===== src/rtl/fir_seq_pkg.sv =====
// fir_seq_pkg: shared states, default widths and Booth recoding for the FIR tap sequencer
package fir_seq_pkg;
  localparam int DW_DEF = 4;
  localparam int CW_DEF = 4;
  localparam int TAPS_DEF = 4;
  typedef enum logic [1:0] {IDLE, MUL, OUT} state_t;
  typedef enum logic [1:0] {B_NONE, B_ADD, B_SUB} booth_op_t;
  function automatic booth_op_t booth_recode(input logic [1:0] w);
    return w == 2'b01 ? B_ADD : w == 2'b10 ? B_SUB : B_NONE;
  endfunction
endpackage


===== src/rtl/booth_mul_seq.sv =====
// booth_mul_seq: sequential radix-2 Booth multiplier, one load cycle plus CW iterations
module booth_mul_seq
  import fir_seq_pkg::*;
#(
  parameter int DW = DW_DEF,
  parameter int CW = CW_DEF
) (
  input  logic                    clk,
  input  logic                    rst,
  input  logic                    i_start,
  input  logic signed [DW-1:0]    i_x,
  input  logic signed [CW-1:0]    i_c,
  output logic                    o_done,
  output logic signed [DW+CW-1:0] o_prod
);
  localparam int NW = $clog2(CW + 1);
  logic signed [DW:0] r_m, r_hi, w_hi;
  logic [CW-1:0] r_lo;
  logic r_q, r_run, r_done;
  logic [NW-1:0] r_cnt;
  booth_op_t w_op;
  // one guard bit on the high half keeps subtracting the most negative multiplicand exact
  always_comb begin
    w_op = booth_recode({r_lo[0], r_q});
    w_hi = w_op == B_ADD ? r_hi + r_m : w_op == B_SUB ? r_hi - r_m : r_hi;
  end
  // load operands on start, then add/sub and arithmetic-shift once per cycle
  always_ff @(posedge clk or posedge rst) begin
    if (rst) begin
      r_m <= '0;
      r_hi <= '0;
      r_lo <= '0;
      r_q <= 1'b0;
      r_cnt <= '0;
      r_run <= 1'b0;
      r_done <= 1'b0;
    end else if (i_start) begin
      r_m <= {i_x[DW-1], i_x};
      r_hi <= '0;
      r_lo <= i_c;
      r_q <= 1'b0;
      r_cnt <= NW'(CW);
      r_run <= 1'b1;
      r_done <= 1'b0;
    end else begin
      r_done <= r_run && r_cnt == NW'(1);
      if (r_run) begin
        r_hi <= {w_hi[DW], w_hi[DW:1]};
        r_lo <= {w_hi[0], r_lo[CW-1:1]};
        r_q <= r_lo[0];
        r_cnt <= r_cnt - NW'(1);
        r_run <= r_cnt != NW'(1);
      end
    end
  end
  assign o_done = r_done;
  assign o_prod = {r_hi[DW-1:0], r_lo};
endmodule


===== src/rtl/fir_tap_sequencer.sv =====
// fir_tap_sequencer: time-multiplexed FIR controller sharing one Booth multiplier across all taps
module fir_tap_sequencer
  import fir_seq_pkg::*;
#(
  parameter int DW = DW_DEF,
  parameter int CW = CW_DEF,
  parameter int TAPS = TAPS_DEF,
  parameter int ACCW = DW + CW + $clog2(TAPS)
) (
  input  logic                        clk,
  input  logic                        rst,
  input  logic                        in_valid,
  output logic                        in_ready,
  input  logic signed [DW-1:0]        in_data,
  output logic                        out_valid,
  input  logic                        out_ready,
  output logic signed [ACCW-1:0]      out_data,
  input  logic                        cfg_we,
  input  logic [$clog2(TAPS):0]       cfg_addr,
  input  logic signed [CW-1:0]        cfg_data,
  output logic                        cfg_err,
  output logic                        busy
);
  localparam int IW = $clog2(TAPS);
  localparam int PW = DW + CW;
  state_t r_state, w_next;
  logic [IW-1:0] r_idx, w_sel;
  logic r_first, r_cfg_err;
  logic w_accept, w_start, w_done, w_last, w_cfg_ok;
  logic signed [DW-1:0] r_x [TAPS];
  logic signed [CW-1:0] r_coef [TAPS];
  logic signed [ACCW-1:0] r_acc, r_out, w_sum;
  logic signed [PW-1:0] w_prod;
  // state register
  always_ff @(posedge clk or posedge rst) begin
    if (rst) r_state <= IDLE;
    else r_state <= w_next;
  end
  // next state, handshake outputs and multiplier sequencing
  always_comb begin
    in_ready = r_state == IDLE;
    out_valid = r_state == OUT;
    busy = r_state == MUL;
    w_accept = in_valid && in_ready;
    w_last = r_idx == IW'(TAPS - 1);
    w_next = w_accept ? MUL
           : busy && w_done && w_last ? OUT
           : out_valid && out_ready ? IDLE
           : r_state;
    w_start = busy && (r_first || (w_done && !w_last));
    w_sel = r_first ? '0 : r_idx + IW'(1);
    w_sum = r_acc + {{(ACCW - PW){w_prod[PW-1]}}, w_prod};
    w_cfg_ok = cfg_we && !busy && cfg_addr < (IW + 1)'(TAPS);
  end
  // tap index, accumulator and held result
  always_ff @(posedge clk or posedge rst) begin
    if (rst) begin
      r_first <= 1'b0;
      r_idx <= '0;
      r_acc <= '0;
      r_out <= '0;
    end else begin
      r_first <= w_accept;
      if (w_accept) begin
        r_idx <= '0;
        r_acc <= '0;
      end else if (busy && w_done) begin
        r_acc <= w_sum;
        if (w_last) r_out <= w_sum;
        else r_idx <= r_idx + IW'(1);
      end
    end
  end
  // sample delay line shifts once per accepted sample
  always_ff @(posedge clk or posedge rst) begin
    if (rst) begin
      for (int k = 0; k < TAPS; k++) r_x[k] <= '0;
    end else if (w_accept) begin
      r_x[0] <= in_data;
      for (int k = 1; k < TAPS; k++) r_x[k] <= r_x[k-1];
    end
  end
  // coefficient bank; rejected writes raise a one-cycle error pulse
  always_ff @(posedge clk or posedge rst) begin
    if (rst) begin
      for (int k = 0; k < TAPS; k++) r_coef[k] <= CW'(1);
      r_cfg_err <= 1'b0;
    end else begin
      r_cfg_err <= cfg_we && !w_cfg_ok;
      if (w_cfg_ok) r_coef[cfg_addr[IW-1:0]] <= cfg_data;
    end
  end
  booth_mul_seq #(.DW(DW), .CW(CW)) u_mul (
    .clk(clk),
    .rst(rst),
    .i_start(w_start),
    .i_x(r_x[w_sel]),
    .i_c(r_coef[w_sel]),
    .o_done(w_done),
    .o_prod(w_prod)
  );
  assign out_data = r_out;
  assign cfg_err = r_cfg_err;
endmodule


===== config.mk =====
export PLATFORM = sky130hd
export DESIGN_NAME = fir_tap_sequencer
export DESIGN_NICKNAME = d
export VERILOG_FILES = /design/src/rtl/fir_seq_pkg.sv /design/src/rtl/booth_mul_seq.sv /design/src/rtl/fir_tap_sequencer.sv
export SDC_FILE = /design/constraint.sdc
export NUM_CORES = 1
export LEC_CHECK = 0
export BUFFER_PORTS_ARGS = -buffer_cell sky130_fd_sc_hd__buf_2
export CELL_PAD_IN_SITES_DETAIL_PLACEMENT = 1
export CELL_PAD_IN_SITES_GLOBAL_PLACEMENT = 1
export CORE_ASPECT_RATIO = 0.8
export CORE_MARGIN = 2
export CORE_UTILIZATION = 50
export DETAILED_ROUTE_END_ITERATION = 7
export MAX_ROUTING_LAYER = met4
export PLACE_DENSITY = 0.83
export SLEW_MARGIN = 25
export SYNTH_ARGS = -nofsm -noshare
export SYNTH_HDL_FRONTEND = slang
export SYNTH_SLANG_ARGS = --single-unit

===== constraint.sdc =====
create_clock -name clk -period 5.1 [get_ports clk]
set_input_delay 0 -clock clk [delete_from_list [all_inputs] [get_ports clk]]
set_output_delay 0 -clock clk [all_outputs]
set_load 0.03 [all_outputs]

==> results.sh <==
export IMPL_status="finished clean"
export IMPL_final_nets=446
export IMPL_r2r_end="u_mul.r_m[3]$_DFFE_PP0N_"
export IMPL_async_flop_share=1.000
export IMPL_wl_per_cell_um=19.36
export IMPL_critical_path_arrival_ns=2.78
export IMPL_overflow=0
export IMPL_timing_hold_ws_ns=0.1202
export IMPL_hp_class="in2reg"
export IMPL_cts_setup_buffers=0
export IMPL_worstHoldEndpoint="r_coef[12]$_DFFE_PP1P_"
export IMPL_first_pass_iters=4
export IMPL_ys_seq_elements=76
export IMPL_htreeDepth=3
export IMPL_fmax_mhz=397.5
export IMPL_cts_root_buf="clkbuf_8"
export IMPL_io_pins=30
export IMPL_initial_core_util=0.5110
export IMPL_syn_inst=369
export IMPL_setup_slack_ns=2.584
export IMPL_drv_slew=0
export IMPL_use_met2=0.4228
export IMPL_grt_pass1_vias=3293
export IMPL_vias=3024
export IMPL_finClkSkew_ns=0.009680
export IMPL_drtIter0Drc=147
export IMPL_finalCriticalPeriod_ns=2.516
export IMPL_use_met1=0.2902
export IMPL_tightest_slew_ns=0.9666
export IMPL_rsz0062_at_grt="no"
export IMPL_regToRegSetupSlack_ns=2.58
export IMPL_place_ws_ns=2.645
export IMPL_nFillCells=856
export IMPL_cts_buffers=9
export IMPL_critPathMaxFanout=15
export IMPL_grt_use_total=0.2474
export IMPL_endpoint_kind="flip-flop"
export IMPL_drt_wl_total_um=10030
export IMPL_grt_max_degree=77
export IMPL_clkLatencyLatePin_ns=0.36
export IMPL_yosysUniqueCellTypes=49
export IMPL_viasPerCell=5.838
export IMPL_worstHoldStart="cfg_addr[1]"
export IMPL_yosys_area_top_type="dfrtp_1"
export IMPL_grt_most_used_layer="met2"
export IMPL_crit_required_ns=5.37
export IMPL_clock_sinks=76
export IMPL_rr_worst_depth=5
export IMPL_die_x_um=104.1
export IMPL_crit_type="reg2reg"
export IMPL_drive_gt1_frac=0.2293
export IMPL_area_growth_pct=13.84
export IMPL_port_buffers=29
export IMPL_grt_pass1_wl_um=16370
export IMPL_r2r_start="r_idx[0]$_DFFE_PP0P_"
export IMPL_whs_path_depth=3
export IMPL_hold_viol_final=0
export IMPL_row_count=29
export IMPL_antenna_found_initial=0
export IMPL_ys_seq_area_frac=0.4761
export IMPL_die_area_um2=8747
export IMPL_ys_flop_type="dfrtp_1"
export IMPL_setup_tns_ns=0
export IMPL_dp_hpwl_um=6767
export IMPL_core_area_um2=7838
export IMPL_setup_violations=0
export IMPL_mappedNetlistArea_um2=4005
export IMPL_cts_tree="yes"
export IMPL_clk_pin_slew_ns=0.08
export IMPL_leakage_nw=2.129
export IMPL_fp_dieH_um=84.05
export IMPL_ir_drop_uv=301.3
export IMPL_power_density_nw_per_um2=652.1
export IMPL_slew_headroom=0.3556
export IMPL_clockBufferDepth=2
export IMPL_cap_violations=0
export IMPL_synth_nets=410
export IMPL_avgSynthCellArea_um2=10.85
export IMPL_synth_warning_count=0
export IMPL_synth_edf_count=0
export IMPL_period_share=0.4933
export IMPL_gp_congestion=0.8613
export IMPL_n_antenna_cell=0
export IMPL_ant_nets=0
export IMPL_yosys_area_top_type_share=0.4499
export IMPL_gr_usage_met3=0.06089
export IMPL_post_route_drc_count=0
export IMPL_synth_area_leaders="dfrtp_1 (45%), mux2_2 (11%), ha_1 (6.9%)"
export IMPL_start_kind="flip-flop"
-- layout by cell type, fill, tap and decap left out, types with 3 or more instances in the layout --
| cell | synthesis | final |
|---|---|---|
| a211oi_1 | 4 | 4 |
| a21oi_1 | 20 | 20 |
| and2_1 | 3 | 3 |
| and3_1 | 3 | 3 |
| buf_2 | 8 | 29 |
| clkbuf_8 | 0 | 9 |
| dfrtp_1 | 72 | 72 |
| dfstp_2 | 4 | 4 |
| dlygate4sd3_1 | 0 | 12 |
| fa_1 | 3 | 3 |
| ha_1 | 22 | 22 |
| inv_1 | 20 | 19 |
| mux2_2 | 40 | 40 |
| mux2i_1 | 8 | 8 |
| nand2_1 | 27 | 27 |
| nor2_1 | 26 | 26 |
| nor2b_1 | 8 | 8 |
| nor3_1 | 4 | 4 |
| o21ai_0 | 30 | 30 |
| o221ai_1 | 7 | 7 |
| o22a_1 | 5 | 5 |
| xnor2_1 | 6 | 6 |
| xor2_1 | 6 | 6 |
-- worst max-delay path, stage by stage (launching register included) --
cell	delay [ns]
dfrtp_1	0.61
ha_1	0.72
inv_1	0.08
a21oi_1	0.64
o221ai_1	0.26
o21ai_0	0.12
-- metrics by stage --
stage                     area [um^2]    util  cells  total power [mW]
after floorplan                  4005       -    369             2.075
after global placement           4223  0.5388    490             2.314
after detailed placement         4223  0.5388    490             2.435
after CTS                        4559  0.5817    518             2.969
after global routing             4559  0.5817    518             3.174
final                            4559  0.5817    518             2.973
-- cell type report --
cell class                 instances  area [um^2]  area share
inverter                          20        75.07     0.01647
multi-input combinational        255         1946      0.4267
clock buffer                      10        127.6     0.02799
clock inverter                     6        88.84     0.01948
timing repair buffer              43        280.3     0.06147
tap                              108        135.1     0.02964
sequential                        76         1907      0.4182
-- cells by family after synthesis --
| logic type | count (synthesis) | synth area share |
|---|---|---|
| adders and majority gates | 25 | 0.08372 |
| muxes | 48 | 0.1325 |
| and+or+nand+nor | 80 | 0.09403 |
| AOI/OAI and AO/OA | 89 | 0.1437 |
| DFF | 76 | 0.4761 |
| xor gates and xnor gates | 13 | 0.03186 |
| buffers and inverters | 38 | 0.03811 |
-- registers in the layout, summed over array words and instances (netlist names) --
register / cells
u_mul.r_lo: 4
u_mul.r_m: 4
r_idx: 2
u_mul.r_q: 1
u_mul.r_run: 1
cfg_err: 1
r_x: 16
u_mul.r_cnt: 3
u_mul.o_done: 1
r_coef: 16
out_data: 10
u_mul.r_hi: 4
r_acc: 10
r_state: 2
r_first: 1
-- cells in the mapped netlist, drive strengths merged (7+ instances only) --
cell and n:
dfrtp 72, mux2 40, o21ai 31, nand2 27, nor2 26, ha 22, a21oi 20, inv 20
buf 9, clkbuf 9, nor2b 9, mux2i 8, o221ai 7
-- where the power goes --
| part | internal [mW] | switching (mW) |
|---|---|---|
| registers | 0.862 | 0.260 |
| logic | 0.606 | 0.732 |
| clock network | 0.276 | 0.237 |
-- metal layers --
layer / vias to the layer above / wire [um]
met4: 0 / 196
met1: 1545 / 4349
met2: 78 / 5103
met3: 25 / 377
met5: - / 0
li1: 1376 / -
-- worst max-delay path by stage --
stage                                   start                  endpoint  slack, ns
floorplan           u_mul.r_lo[0]$_DFFE_PP0P_      r_acc[8]$_DFFE_PP0P_       3.01
global placement    u_mul.r_lo[0]$_DFFE_PP0P_      r_acc[8]$_DFFE_PP0P_       2.90
detailed placement       r_idx[0]$_DFFE_PP0P_  u_mul.r_m[3]$_DFFE_PP0N_       2.64
CTS                      r_idx[0]$_DFFE_PP0P_  u_mul.r_m[3]$_DFFE_PP0N_       2.65
global route             r_idx[0]$_DFFE_PP0P_  u_mul.r_m[3]$_DFFE_PP0N_       2.39
finish                   r_idx[0]$_DFFE_PP0P_  u_mul.r_m[3]$_DFFE_PP0N_       2.58
-- repair_timing --
| action | CTS | global route |
|---|---|---|
| endpoints found under the hold margin | 94 | 0 |
| gates resized for setup | 0 | 0 |
| hold buffers | 12 | 0 |
Power figures use the tool's default switching activity.
